`config.mk`:
```
export PLATFORM = sky130hd
export DESIGN_NAME = datapath_ctrl
export DESIGN_NICKNAME = d
export VERILOG_FILES = /design/src/rtl/datapath_ctrl.sv
export SDC_FILE = /design/constraint.sdc
export NUM_CORES = 1
export LEC_CHECK = 0
export BUFFER_PORTS_ARGS = -buffer_cell sky130_fd_sc_hd__buf_2
export CAP_MARGIN = 10
export CORE_ASPECT_RATIO = 0.8
export CORE_UTILIZATION = 44
export DETAILED_ROUTE_END_ITERATION = 8
export PLACE_DENSITY = 0.76
export SLEW_MARGIN = 25
export SYNTH_ARGS = -nofsm -noshare
export SYNTH_HDL_FRONTEND = slang
export SYNTH_SLANG_ARGS = --single-unit
```
`constraint.sdc`:
```
create_clock -name clk -period 1.7 [get_ports clk]
set_input_delay 0.255 -clock clk [delete_from_list [all_inputs] [get_ports clk]]
set_output_delay 0.255 -clock clk [all_outputs]
set_load 0.02 [all_outputs]
```
`src/rtl/datapath_ctrl.sv`:
```
// Instruction sequencer for the simple register/ALU datapath: latches an instruction,
// walks it through decode/operand/execute/write-back states and drives datapath enables.
module datapath_ctrl #(
    parameter int STATUS_ON_ALL = 0
) (
    input  logic        clk,
    input  logic        rst,
    input  logic        start,
    input  logic [15:0] instr,
    output logic        waiting,
    output logic        done,
    output logic        illegal,
    output logic [2:0]  r_addr,
    output logic [2:0]  w_addr,
    output logic        w_en,
    output logic        en_A,
    output logic        en_B,
    output logic        en_C,
    output logic        en_status,
    output logic        sel_A,
    output logic        sel_B,
    output logic [1:0]  ALU_op,
    output logic [1:0]  shift_op,
    output logic [1:0]  wb_sel,
    output logic [15:0] sximm8,
    output logic [15:0] sximm5
);

    typedef enum logic [2:0] {
        S_WAIT,
        S_DECODE,
        S_GET_A,
        S_GET_B,
        S_EXEC,
        S_WR_IMM,
        S_WR_REG
    } state_t;

    typedef struct packed {
        logic       waiting;
        logic       done;
        logic       illegal;
        logic [2:0] rAddr;
        logic [2:0] wAddr;
        logic       wEn;
        logic       enA;
        logic       enB;
        logic       enC;
        logic       enStatus;
        logic       selA;
        logic       selB;
        logic [1:0] aluOp;
        logic [1:0] shiftOp;
        logic [1:0] wbSel;
    } ctrl_t;

    state_t      r_state;
    logic [15:0] r_ir;
    ctrl_t       r_ctrl;

    state_t      w_nextState;
    logic [15:0] w_nextIr;
    logic        w_isAlu;
    logic        w_isMovImm;
    logic        w_isMovReg;

    // Control word for a given state and IR; registered so outputs stay glitch-free
    // while still matching the state they describe.
    function automatic ctrl_t decodeCtrl(input state_t s, input logic [15:0] ir);
        ctrl_t c;
        logic  isAlu;
        logic  isMovImm;
        logic  isMovReg;
        logic  isCmp;
        logic  isMvn;
        c        = '0;
        isAlu    = (ir[15:13] == 3'b101);
        isMovImm = (ir[15:13] == 3'b110) && (ir[12:11] == 2'b10);
        isMovReg = (ir[15:13] == 3'b110) && (ir[12:11] == 2'b00);
        isCmp    = isAlu && (ir[12:11] == 2'b01);
        isMvn    = isAlu && (ir[12:11] == 2'b11);
        case (s)
            S_WAIT:   c.waiting = 1'b1;
            S_DECODE: c.illegal = !(isAlu || isMovImm || isMovReg);
            S_GET_A: begin
                c.rAddr = ir[10:8];
                c.enA   = 1'b1;
            end
            S_GET_B: begin
                c.rAddr = ir[2:0];
                c.enB   = 1'b1;
            end
            S_EXEC: begin
                c.enC      = 1'b1;
                c.shiftOp  = ir[4:3];
                c.aluOp    = isAlu ? ir[12:11] : 2'b00;
                c.selA     = isMovReg || isMvn;
                c.enStatus = isCmp || (STATUS_ON_ALL != 0);
                c.done     = isCmp;
            end
            S_WR_IMM: begin
                c.wEn   = 1'b1;
                c.wAddr = ir[10:8];
                c.wbSel = 2'b10;
                c.done  = 1'b1;
            end
            S_WR_REG: begin
                c.wEn   = 1'b1;
                c.wAddr = ir[7:5];
                c.wbSel = 2'b00;
                c.done  = 1'b1;
            end
            default:  c = '0;
        endcase
        return c;
    endfunction

    assign w_isAlu    = (r_ir[15:13] == 3'b101);
    assign w_isMovImm = (r_ir[15:13] == 3'b110) && (r_ir[12:11] == 2'b10);
    assign w_isMovReg = (r_ir[15:13] == 3'b110) && (r_ir[12:11] == 2'b00);

    always_comb begin
        w_nextState = r_state;
        w_nextIr    = r_ir;
        case (r_state)
            S_WAIT: begin
                if (start) begin
                    w_nextState = S_DECODE;
                    w_nextIr    = instr;
                end
            end
            S_DECODE: begin
                if (w_isMovImm)
                    w_nextState = S_WR_IMM;
                else if (w_isAlu && (r_ir[12:11] != 2'b11))
                    w_nextState = S_GET_A;
                else if (w_isMovReg || w_isAlu)
                    w_nextState = S_GET_B;
                else
                    w_nextState = S_WAIT;
            end
            S_GET_A:  w_nextState = S_GET_B;
            S_GET_B:  w_nextState = S_EXEC;
            // CMP only updates status, so it finishes in EXEC without a write-back.
            S_EXEC:   w_nextState = (w_isAlu && (r_ir[12:11] == 2'b01)) ? S_WAIT : S_WR_REG;
            S_WR_IMM: w_nextState = S_WAIT;
            S_WR_REG: w_nextState = S_WAIT;
            default:  w_nextState = S_WAIT;
        endcase
    end

    always_ff @(posedge clk) begin
        if (rst) begin
            r_state <= S_WAIT;
            r_ir    <= 16'h0000;
            r_ctrl  <= decodeCtrl(S_WAIT, 16'h0000);
        end else begin
            r_state <= w_nextState;
            r_ir    <= w_nextIr;
            r_ctrl  <= decodeCtrl(w_nextState, w_nextIr);
        end
    end

    assign waiting   = r_ctrl.waiting;
    assign done      = r_ctrl.done;
    assign illegal   = r_ctrl.illegal;
    assign r_addr    = r_ctrl.rAddr;
    assign w_addr    = r_ctrl.wAddr;
    assign w_en      = r_ctrl.wEn;
    assign en_A      = r_ctrl.enA;
    assign en_B      = r_ctrl.enB;
    assign en_C      = r_ctrl.enC;
    assign en_status = r_ctrl.enStatus;
    assign sel_A     = r_ctrl.selA;
    assign sel_B     = r_ctrl.selB;
    assign ALU_op    = r_ctrl.aluOp;
    assign shift_op  = r_ctrl.shiftOp;
    assign wb_sel    = r_ctrl.wbSel;
    assign sximm8    = {{8{r_ir[7]}}, r_ir[7:0]};
    assign sximm5    = {{11{r_ir[4]}}, r_ir[4:0]};

endmodule

```
# Word-level counts from Yosys, hierarchy flattened
# Index checks and enable logic that the tools add are counted.
op_classes:
  eq_ne: 20
  n_mux: 16
  n_bitwise: 3
  n_reduce_logical: 21
ops:
  columns: ["op", "n"]
  rows:
  - ["$mux W16", 2]
  - ["$eq A3 B3 Y1 const B", 8]
  - ["$pmux W3 S5", 1]
  - ["$eq A3 B2 Y1 const B", 4]
  - ["$mux W3", 4]
  - ["$logic_and A1 B1 Y1", 8]
  - ["$pmux W4 S2", 1]
  - ["$eq A2 B2 Y1 const B", 3]
  - ["$eq A3 B1 Y1 const B", 2]
  - ["$logic_not A3 Y1", 2]
  - ["$mux W2", 3]
  - ["$pmux W3 S2", 1]
  - ["$reduce_or A2 Y1", 3]
  - ["$eq A2 B1 Y1 const B", 2]
  - ["$logic_not A2 Y1", 2]
  - ["$logic_or A1 B1 Y1", 4]
  - ["$mux W1", 3]
  - ["$not A1 Y1", 3]
  - ["$reduce_or A3 Y1", 1]
  - ["$ne A2 B2 Y1 const B", 1]
  - ["$pmux W1 S2", 1]
  - ["$logic_not A1 Y1", 1]
totals:
  register_bits: 41
  input_bits: 19
  output_inout_bits: 54

# Logic depth before layout (Yosys ltp)
# Gate-level depths: netlist (run 1).
logic_depth:
  depth_word: 10
  ltp_mapped: 7
  ltp_nobuf: 5

# Least setup slack after synthesis (run 1)
# Ideal clock, no wire load.
synth_path:
  path_type: "register to register"
  startpoint: "reg r_state[2]"
  endpoint: "reg r_ctrl (netlist bit w_addr[2])"
  setup_time_ps: 117
  arrival_time_ps: 1458
  required_time_ps: 1583
  slack_ps: 125
  stages_incl_launch_ff: 7
  n_path_buf: 2
  synth_period_minus_slack_ps: 1575
  path_cell_list: "dfxtp_1 buf_6 nor4b_4 buf_6 mux2_2 and2_1 a22o_1"
synth_between:
  elab_chain_cells: 4
  elab_cells_between_ends: 11
synth_lines:
  columns: ["item", "line_no", "source"]
  rows:
  - ["start, declared", "57", "state_t r_state;"]
  - ["start signal, assigned", "158", "r_state <= w_nextState;"]
  - ["$eq A3 B3 Y1 (tied with other cells)", "125", "case (r_state)"]
  - ["$pmux W3 S5", "125", null]
  - ["$eq A3 B3 Y1", "82", "case (s)"]
  - ["$pmux W4 S2 *", "82", null]
  - ["end signal, assigned", "156", "r_ctrl <= decodeCtrl(S_WAIT, 16'h0000);"]
  - ["end signal, assigned", "160", "r_ctrl <= decodeCtrl(w_nextState, w_nextIr);"]
  - ["end, declared", "59", "ctrl_t r_ctrl;"]
# Every way passes the cells marked *; elsewhere a longest branch is shown, timed or not.
# A chain may end at the register's enable or synchronous reset.

# Worst setup path in the final report (run 1)
layout_path:
  startpoint: "reg r_state[0]"
  endpoint: "reg r_ctrl (netlist bit r_addr[0])"
layout_between:
  elab_chain_cells: 4
  elab_cells_between_ends: 11
layout_lines:
  columns: ["item", "line_no"]
  rows:
  - ["$eq A3 B3 Y1 (tied with other cells)", "125"]
  - ["$pmux W3 S5", "125"]
  - ["$eq A3 B2 Y1", "82"]
  - ["$pmux W3 S2 *", "82"]
# Marks and branches as above.

==> run metrics, run 1 <==
Routed WL=between 4000 and 5000 µm; total global routing track utilization=0.181; number of antenna violations at the first check in global routing=0; transition time of the tightest slew-check pin=between 700 and 800 ps; commonest cells in the netlist=sky130_fd_sc_hd__dfxtp_1 (39), sky130_fd_sc_hd__buf_4 (35), sky130_fd_sc_hd__nand2_1 (21); final critical path time including I/O delays and setup=roughly 1700 ps; Fmax achieved=599 MHz; summed instance area of the synthesized netlist=approximately 1900 µm²; crit path kind=reg -> reg; asr flop ratio synth=0; top cell type by total area after synthesis=sky130_fd_sc_hd__dfxtp_1; arrival time reported for the critical path endpoint=~1900 ps; largest net degree at the start of global routing=17; Starting Density=0.476; Final GP Congestion=between 0.8 and 0.9; cell type of the slowest stage on the worst timing path=sky130_fd_sc_hd__nor4b_4; width of the die=approximately 75 µm; routed length on met1=about 1900 µm; Die Area=4550 µm²; number of global-route vias before repair=around 1,300; Synth Warn #=0; vias after detailed routing=around 1,500; number of maximum-capacitance violations=0; endpoint class of the critical path=register; DRC marker count from the first detailed-route iteration=71; input/output buffers=70; routed wire length on met3=~270 µm; first-pass GRT wire length=just over 6000 µm; routed wire length per instance=~13 µm; CP max stage delay=about 400 ps; Setup violations, final=0; clock network latency to the later pin of the worst-skew pair=between 200 and 300 ps; unrepaired setup endpoints after global routing=true; final instance count without filler cells=slightly above 300; Static Leak=1.06 nW; DR pass1 iterations=4; total power divided by cell area=roughly 870 nW/µm²; sum of internal, switching and leakage power=approximately 1.9 mW; total core area=just under 4000 µm²; DRC Markers=0; final period utilization=0.981; Register-to-Register Path Depth=5; Detail Route Antenna Nets=0; cell with the most instances after synthesis=sky130_fd_sc_hd__dfxtp_1; CTS tree=done; unique cell type count in the Yosys netlist=50; final count of pins violating max slew=0; clk buf depth=2; fraction of layout cells with a size suffix above 1=0.406; Syn Area/Cell=between 9 and 10 µm²; placed cells=~300; CTS H-Tree Depth=2; total met2 wirelength after detailed routing=around 1800 µm; Final Hold Fails=0; worst path required time=about 1900 ps; Hold Path Sink=r_ir[6]$_SDFF_PP0_; root buffer cell=sky130_fd_sc_hd__clkbuf_8; clock-pin slew on the worst setup and hold paths=about 70 ps; cts bufs inserted=5; most used flip-flop cell after synthesis=sky130_fd_sc_hd__dfxtp_1; number of synthesized flops with an enable pin=0; main area contributors after synthesis=sky130_fd_sc_hd__dfxtp_1 (41%), sky130_fd_sc_hd__buf_4 (14%), sky130_fd_sc_hd__a21oi_1 (4.3%), sky130_fd_sc_hd__nand2_1 (4.2%), sky130_fd_sc_hd__and2_1 (2.7%); GR Overflow Total=0; Avg Vias per Cell=~4.9; RR Endpoint=r_addr[0]$_SDFF_PP0_; number of buffers inserted to repair setup after CTS=0; Sink Count=39; Hold Crit Start=instr[6]; Yosys top cell area share=0.415; post-synthesis sequential area ratio=0.415; outcome=finished, final reports clean; remaining max-slew budget at the tightest pin=0.501; number of instances on the worst hold path=3; boundary pin count=73; max layer used=met4; crit start category=register; detailed placer's ending HPWL=2900 µm; num rows=20; worst setup slack for register-to-register paths=approximately 32 ps; growth of design area from synthesis to finish=17.3%; reg-to-reg critical path startpoint=r_state[0]$_SDFF_PP0_; Worst Skew=about 5 ps; synthesized flop and latch total=39; cell-by-cell trace of the critical path=nor4b_4 -> buf_4 -> mux2i_1 -> or4_1 -> a21oi_1; Die Span Y=60.5 µm; biggest fanout along the worst timing path=5; diode insertion count for antenna repair=0; type of the tightest min-delay check=in -> reg; Post-Syn Instances=just over 200; final-stage net count=roughly 270; IR Drop Worst-Case VDD=0.487 mV
==> critical path, delay by kind of cell (launching register included) <==
kind,cells,cell delay (ps)
and+or+nand+nor,2,800
DFF,1,350
buffers and inverters,1,220
AOI/OAI and AO/OA,1,130
muxes,1,100
==> per-layer routing <==
layer / up-vias / GRT usage
li1: 772 / -
met1: 692 / 0.251
met2: 60 / 0.282
met3: 2 / 0.0515
met4: 0 / 0.0476
met5: - / 0
==> stage by stage <==
step	utilization	area (µm²)	hold WS [ps]	setup TNS, ps	setup WS, ps
detailed placement	0.525	2080	478	0	36.3
global route	0.559	2210	235	-87.4	-32.9
global placement	0.525	2080	477	0	81.8
finish	0.559	2210	228	0	31.5
floorplan	-	1890	333	0	125
CTS	0.550	2180	226	0	7.01
==> worst max path at each step <==
stage	start	end	slack [ps]
CTS	r_state[1]$_SDFF_PP0_	r_addr[0]$_SDFF_PP0_	7
global route	r_state[0]$_SDFF_PP0_	r_addr[0]$_SDFF_PP0_	-30
floorplan	r_state[2]$_SDFF_PP0_	w_addr[2]$_SDFF_PP0_	130
finish	r_state[0]$_SDFF_PP0_	r_addr[0]$_SDFF_PP0_	30
global placement	r_ir[12]$_SDFF_PP0_	w_addr[0]$_SDFF_PP0_	80
detailed placement	r_state[1]$_SDFF_PP0_	r_addr[0]$_SDFF_PP0_	40
==> layout make-up <==
cell class | instances | area (µm²)
fillers | 390 | 1740
multi-input cells | 121 | 805
flip-flops and latches | 39 | 785
repair buffers | 81 | 433
clock buffers | 8 | 100
well taps | 55 | 68.8
inverters | 5 | 18.8
==> sequential cells by signal (all words and copies together), names as in the netlist, 2 cells and up <==
signal    flops
r_ir         16
r_addr        3
r_state       3
w_addr        3
ALU_op        2
shift_op      2
==> cells by family (layout without fill, tap and decap cells) <==
family	Yosys count	count (layout)	share of synthesized area
AO/OA/AOI/OAI	40	40	0.147
buffers and inverters	48	94	0.176
flip-flops	39	39	0.415
multiplexers	8	8	0.0458
other	1	2	0.00199
AND/OR/NAND/NOR	71	71	0.215
==> layout by cell type, fill, tap and decap left out, types with 2 or more instances in the layout <==
cell	synthesis	layout
sky130_fd_sc_hd__mux2_2	4	4
sky130_fd_sc_hd__and2_1	8	8
sky130_fd_sc_hd__dfxtp_2	0	3
sky130_fd_sc_hd__nor3b_1	2	2
sky130_fd_sc_hd__nand4_1	4	4
sky130_fd_sc_hd__nor2b_1	6	6
sky130_fd_sc_hd__nand2_1	21	21
sky130_fd_sc_hd__o31ai_1	2	2
sky130_fd_sc_hd__a22o_1	2	2
sky130_fd_sc_hd__a21oi_1	16	15
sky130_fd_sc_hd__nor3_1	2	2
sky130_fd_sc_hd__clkbuf_8	0	7
sky130_fd_sc_hd__a31oi_1	3	3
sky130_fd_sc_hd__nor2_1	11	11
sky130_fd_sc_hd__inv_1	5	5
sky130_fd_sc_hd__buf_2	4	70
sky130_fd_sc_hd__conb_1	1	2
sky130_fd_sc_hd__dfxtp_1	39	36
sky130_fd_sc_hd__mux2i_1	3	3
sky130_fd_sc_hd__buf_4	35	11
sky130_fd_sc_hd__o211ai_1	3	3
sky130_fd_sc_hd__nand4b_1	2	2
==> power by group <==
part	switching [mW]	total [mW]	internal (mW)
sequential	0.0261	0.968	0.942
combinational	0.178	0.290	0.113
clock	0.301	0.671	0.370
==> repair_timing <==
action,4_1_cts,5_1_grt
endpoints found under the hold margin,0,0
resized for setup,0,9
hold buffers,0,0
setup endpoints to repair,0,14
Note: power is estimated with default switching activity, not from simulation.
==> run 2: changes to the inputs <==
SETUP_SLACK_MARGIN = 0.5   (was unset)
==> run metrics, run 2 (synthesis gave the netlist of run 1 again) <==
outcome=finished, final reports clean (unchanged); final cell area excluding filler cells=2690 µm² (was 2210 µm²); final period utilization=0.979 (was 0.981); Worst Skew=7.79 ps (was 4.90 ps); critical path buffer and inverter count=1 (unchanged); DRC Markers=0 (unchanged); number of antenna violations at the first check in global routing=0 (unchanged); num rows=20 (unchanged); Setup violations, final=0 (unchanged); Avg Vias per Cell=5.25 (was 4.94); worst hold-check slack=211 ps (was 228 ps); first-pass GRT wire length=7080 µm (was 6140 µm); biggest fanout along the worst timing path=7 (was 5); Sink Count=39 (unchanged); Final GP Congestion=0.815 (was 0.888); diode insertion count for antenna repair=0 (unchanged); type of the tightest min-delay check=in -> reg (unchanged); Detail Route Antenna Nets=0 (unchanged); crit path kind=reg -> reg (unchanged); routed wire length per instance=16.2 µm (was 13.0 µm); width of the die=75.1 µm (unchanged); final critical path time including I/O delays and setup=1660 ps (was 1670 ps); input/output buffers=70 (unchanged); DR pass1 iterations=4 (unchanged); cell type of the slowest stage on the worst timing path=sky130_fd_sc_hd__dfxtp_2 (was sky130_fd_sc_hd__nor4b_4); cts bufs inserted=5 (unchanged); clock network latency to the later pin of the worst-skew pair=300 ps (was 280 ps); worst path required time=1880 ps (was 1910 ps); boundary pin count=73 (unchanged); final count of pins violating max slew=0 (unchanged); Final Hold Fails=0 (unchanged); clock-pin slew on the worst setup and hold paths=70 ps (about the same); reg-to-reg critical path startpoint=r_state[2]$_SDFF_PP0_ (was r_state[0]$_SDFF_PP0_); cell-by-cell trace of the critical path=nor4b_4 -> buf_12 -> mux2_4 -> and2_4 -> a22o_1 (was nor4b_4 -> buf_4 -> mux2i_1 -> or4_1 -> a21oi_1); area used by sequential logic in the layout=803 µm² (was 785 µm²); Placed Instance Area=2130 µm² (was 2080 µm²); Multi-input gate area=1030 µm² (was 805 µm²); fraction of layout cells with a size suffix above 1=0.615 (was 0.406); growth of design area from synthesis to finish=42.9% (was 17.3%); arrival time reported for the critical path endpoint=1850 ps (was 1880 ps); most frequent standard cell in the layout excluding fill and tap cells=sky130_fd_sc_hd__buf_2 (unchanged); number of global-route vias before repair=1,464 (was 1,332); worst setup path endpoint=w_addr[1]$_SDFF_PP0_ (was r_addr[0]$_SDFF_PP0_); Register-to-Register Path Depth=5 (unchanged); total power divided by cell area=769 nW/µm² (was 873 nW/µm²); CTS hold repair buffers=0 (unchanged); critical path launch point=r_state[2]$_SDFF_PP0_ (was r_state[0]$_SDFF_PP0_); largest net degree at the start of global routing=17 (unchanged); core utilization of the finished layout=0.681 (was 0.559); Die Area=4550 µm² (unchanged); endpoint class of the critical path=register (unchanged); total core area=3950 µm² (unchanged); Fmax achieved=601 MHz (was 599 MHz); root buffer cell=sky130_fd_sc_hd__clkbuf_8 (unchanged); final-stage net count=293 (was 272); unrepaired setup endpoints after global routing=true (unchanged); vias after detailed routing=1,734 (was 1,526); CP max stage delay=390 ps (was 400 ps); worst setup slack for register-to-register paths=40 ps (was 30 ps); crit start category=register (unchanged); clk buf depth=2 (unchanged); cell class contributing the biggest share of worst-path delay=simple AND/OR/NAND/NOR gates (unchanged); Routed WL=5350 µm (was 4010 µm); DRC marker count from the first detailed-route iteration=69 (was 71); number of flip-flops under the largest register name=16 (unchanged); GR Overflow Total=0 (unchanged); IR Drop Worst-Case VDD=0.452 mV (was 0.487 mV); Static Leak=1.24 nW (was 1.06 nW); CTS H-Tree Depth=2 (unchanged); Die Span Y=60.5 µm (unchanged); highest-count cells in the layout ignoring fill and taps=sky130_fd_sc_hd__buf_2 (70), sky130_fd_sc_hd__dfxtp_1 (31), sky130_fd_sc_hd__buf_4 (22) (was sky130_fd_sc_hd__buf_2 (70), sky130_fd_sc_hd__dfxtp_1 (36), sky130_fd_sc_hd__nand2_1 (21), sky130_fd_sc_hd__a21oi_1 (15)); Crit path depth=5 (unchanged); total global routing track utilization=0.218 (was 0.181); detailed placer's ending HPWL=3040 µm (was 2900 µm); number of maximum-capacitance violations=0 (unchanged); Largest Register=r_ir (unchanged); Starting Density=0.476 (unchanged); number of filler instances in the final layout=286 (was 390); RR Endpoint=w_addr[1]$_SDFF_PP0_ (was r_addr[0]$_SDFF_PP0_); CTS tree=done (unchanged)
run 2: cell types whose count changed in the layout (fill, tap and decap cells not counted), moves of 7 or more:
cell                      previous run  this run
sky130_fd_sc_hd__buf_4              11        22
sky130_fd_sc_hd__nand2_1            21        10
sky130_fd_sc_hd__nand2_2             0        10
sky130_fd_sc_hd__a21oi_1            15         7
sky130_fd_sc_hd__a21oi_2             1         8
run 2: power by group:
group	internal [mW]	total, mW	switching (mW)
Clock	0.370	0.681	0.311
Sequential	0.939	0.967	0.0280
Combinational	0.190	0.420	0.230
run 2: repair_timing:
action,4_1_cts,5_1_grt
gates cloned,1,0
gates resized for setup,39,31
pin swaps,17,12
setup buffers,11,10
endpoints found under the setup margin,60,52
run 2: area by class of cell:
type | count | share of cell area
multi-input combinational | 121 | 0.381
sequential | 39 | 0.298
timing repair buffer | 102 | 0.251
clock buffer | 8 | 0.0372
tap | 55 | 0.0256
inverter | 5 | 0.00697
run 2: routing by layer:
layer  GRT usage  wire length, µm
met1       0.294             2360
met2       0.337             2500
met3      0.0465              347
met4       0.101              144
met5           0                0
run 2: per-stage QoR:
| stage | setup TNS, ps | cells | total power, mW | setup slack [ps] |
|---|---|---|---|---|
| detailed placement | 0 | 300 | 1.29 | 58.7 |
| finish | 0 | 330 | 2.07 | 36.2 |
| global placement | 0 | 300 | 1.29 | 68.7 |
| global route | -60.6 | 330 | 2.15 | -18.5 |
| floorplan | 0 | 208 | 1.25 | 158 |
| CTS | 0 | 320 | 2.02 | 52.8 |
run 2: tightest hold or removal path: cells and delay by family:
kind	cells	cell delay (ps)
AND/OR/NAND/NOR	1	60
AO/OA/AOI/OAI	1	50
buffers and inverters	1	100
run 2: worst min path at each step:
stage                            start                  to  slack, ps  depth (start not counted)
finish                        instr[3]  r_ir[3]$_SDFF_PP0_        210                          3
global route                  instr[8]  r_ir[8]$_SDFF_PP0_        210                          3
CTS                           instr[7]  r_ir[7]$_SDFF_PP0_        220                          3
detailed placement  r_ir[5]$_SDFF_PP0_  r_ir[5]$_SDFF_PP0_        480                          2
global placement    r_ir[3]$_SDFF_PP0_  r_ir[3]$_SDFF_PP0_        480                          2
floorplan                          rst  r_ir[6]$_SDFF_PP0_        320                          1
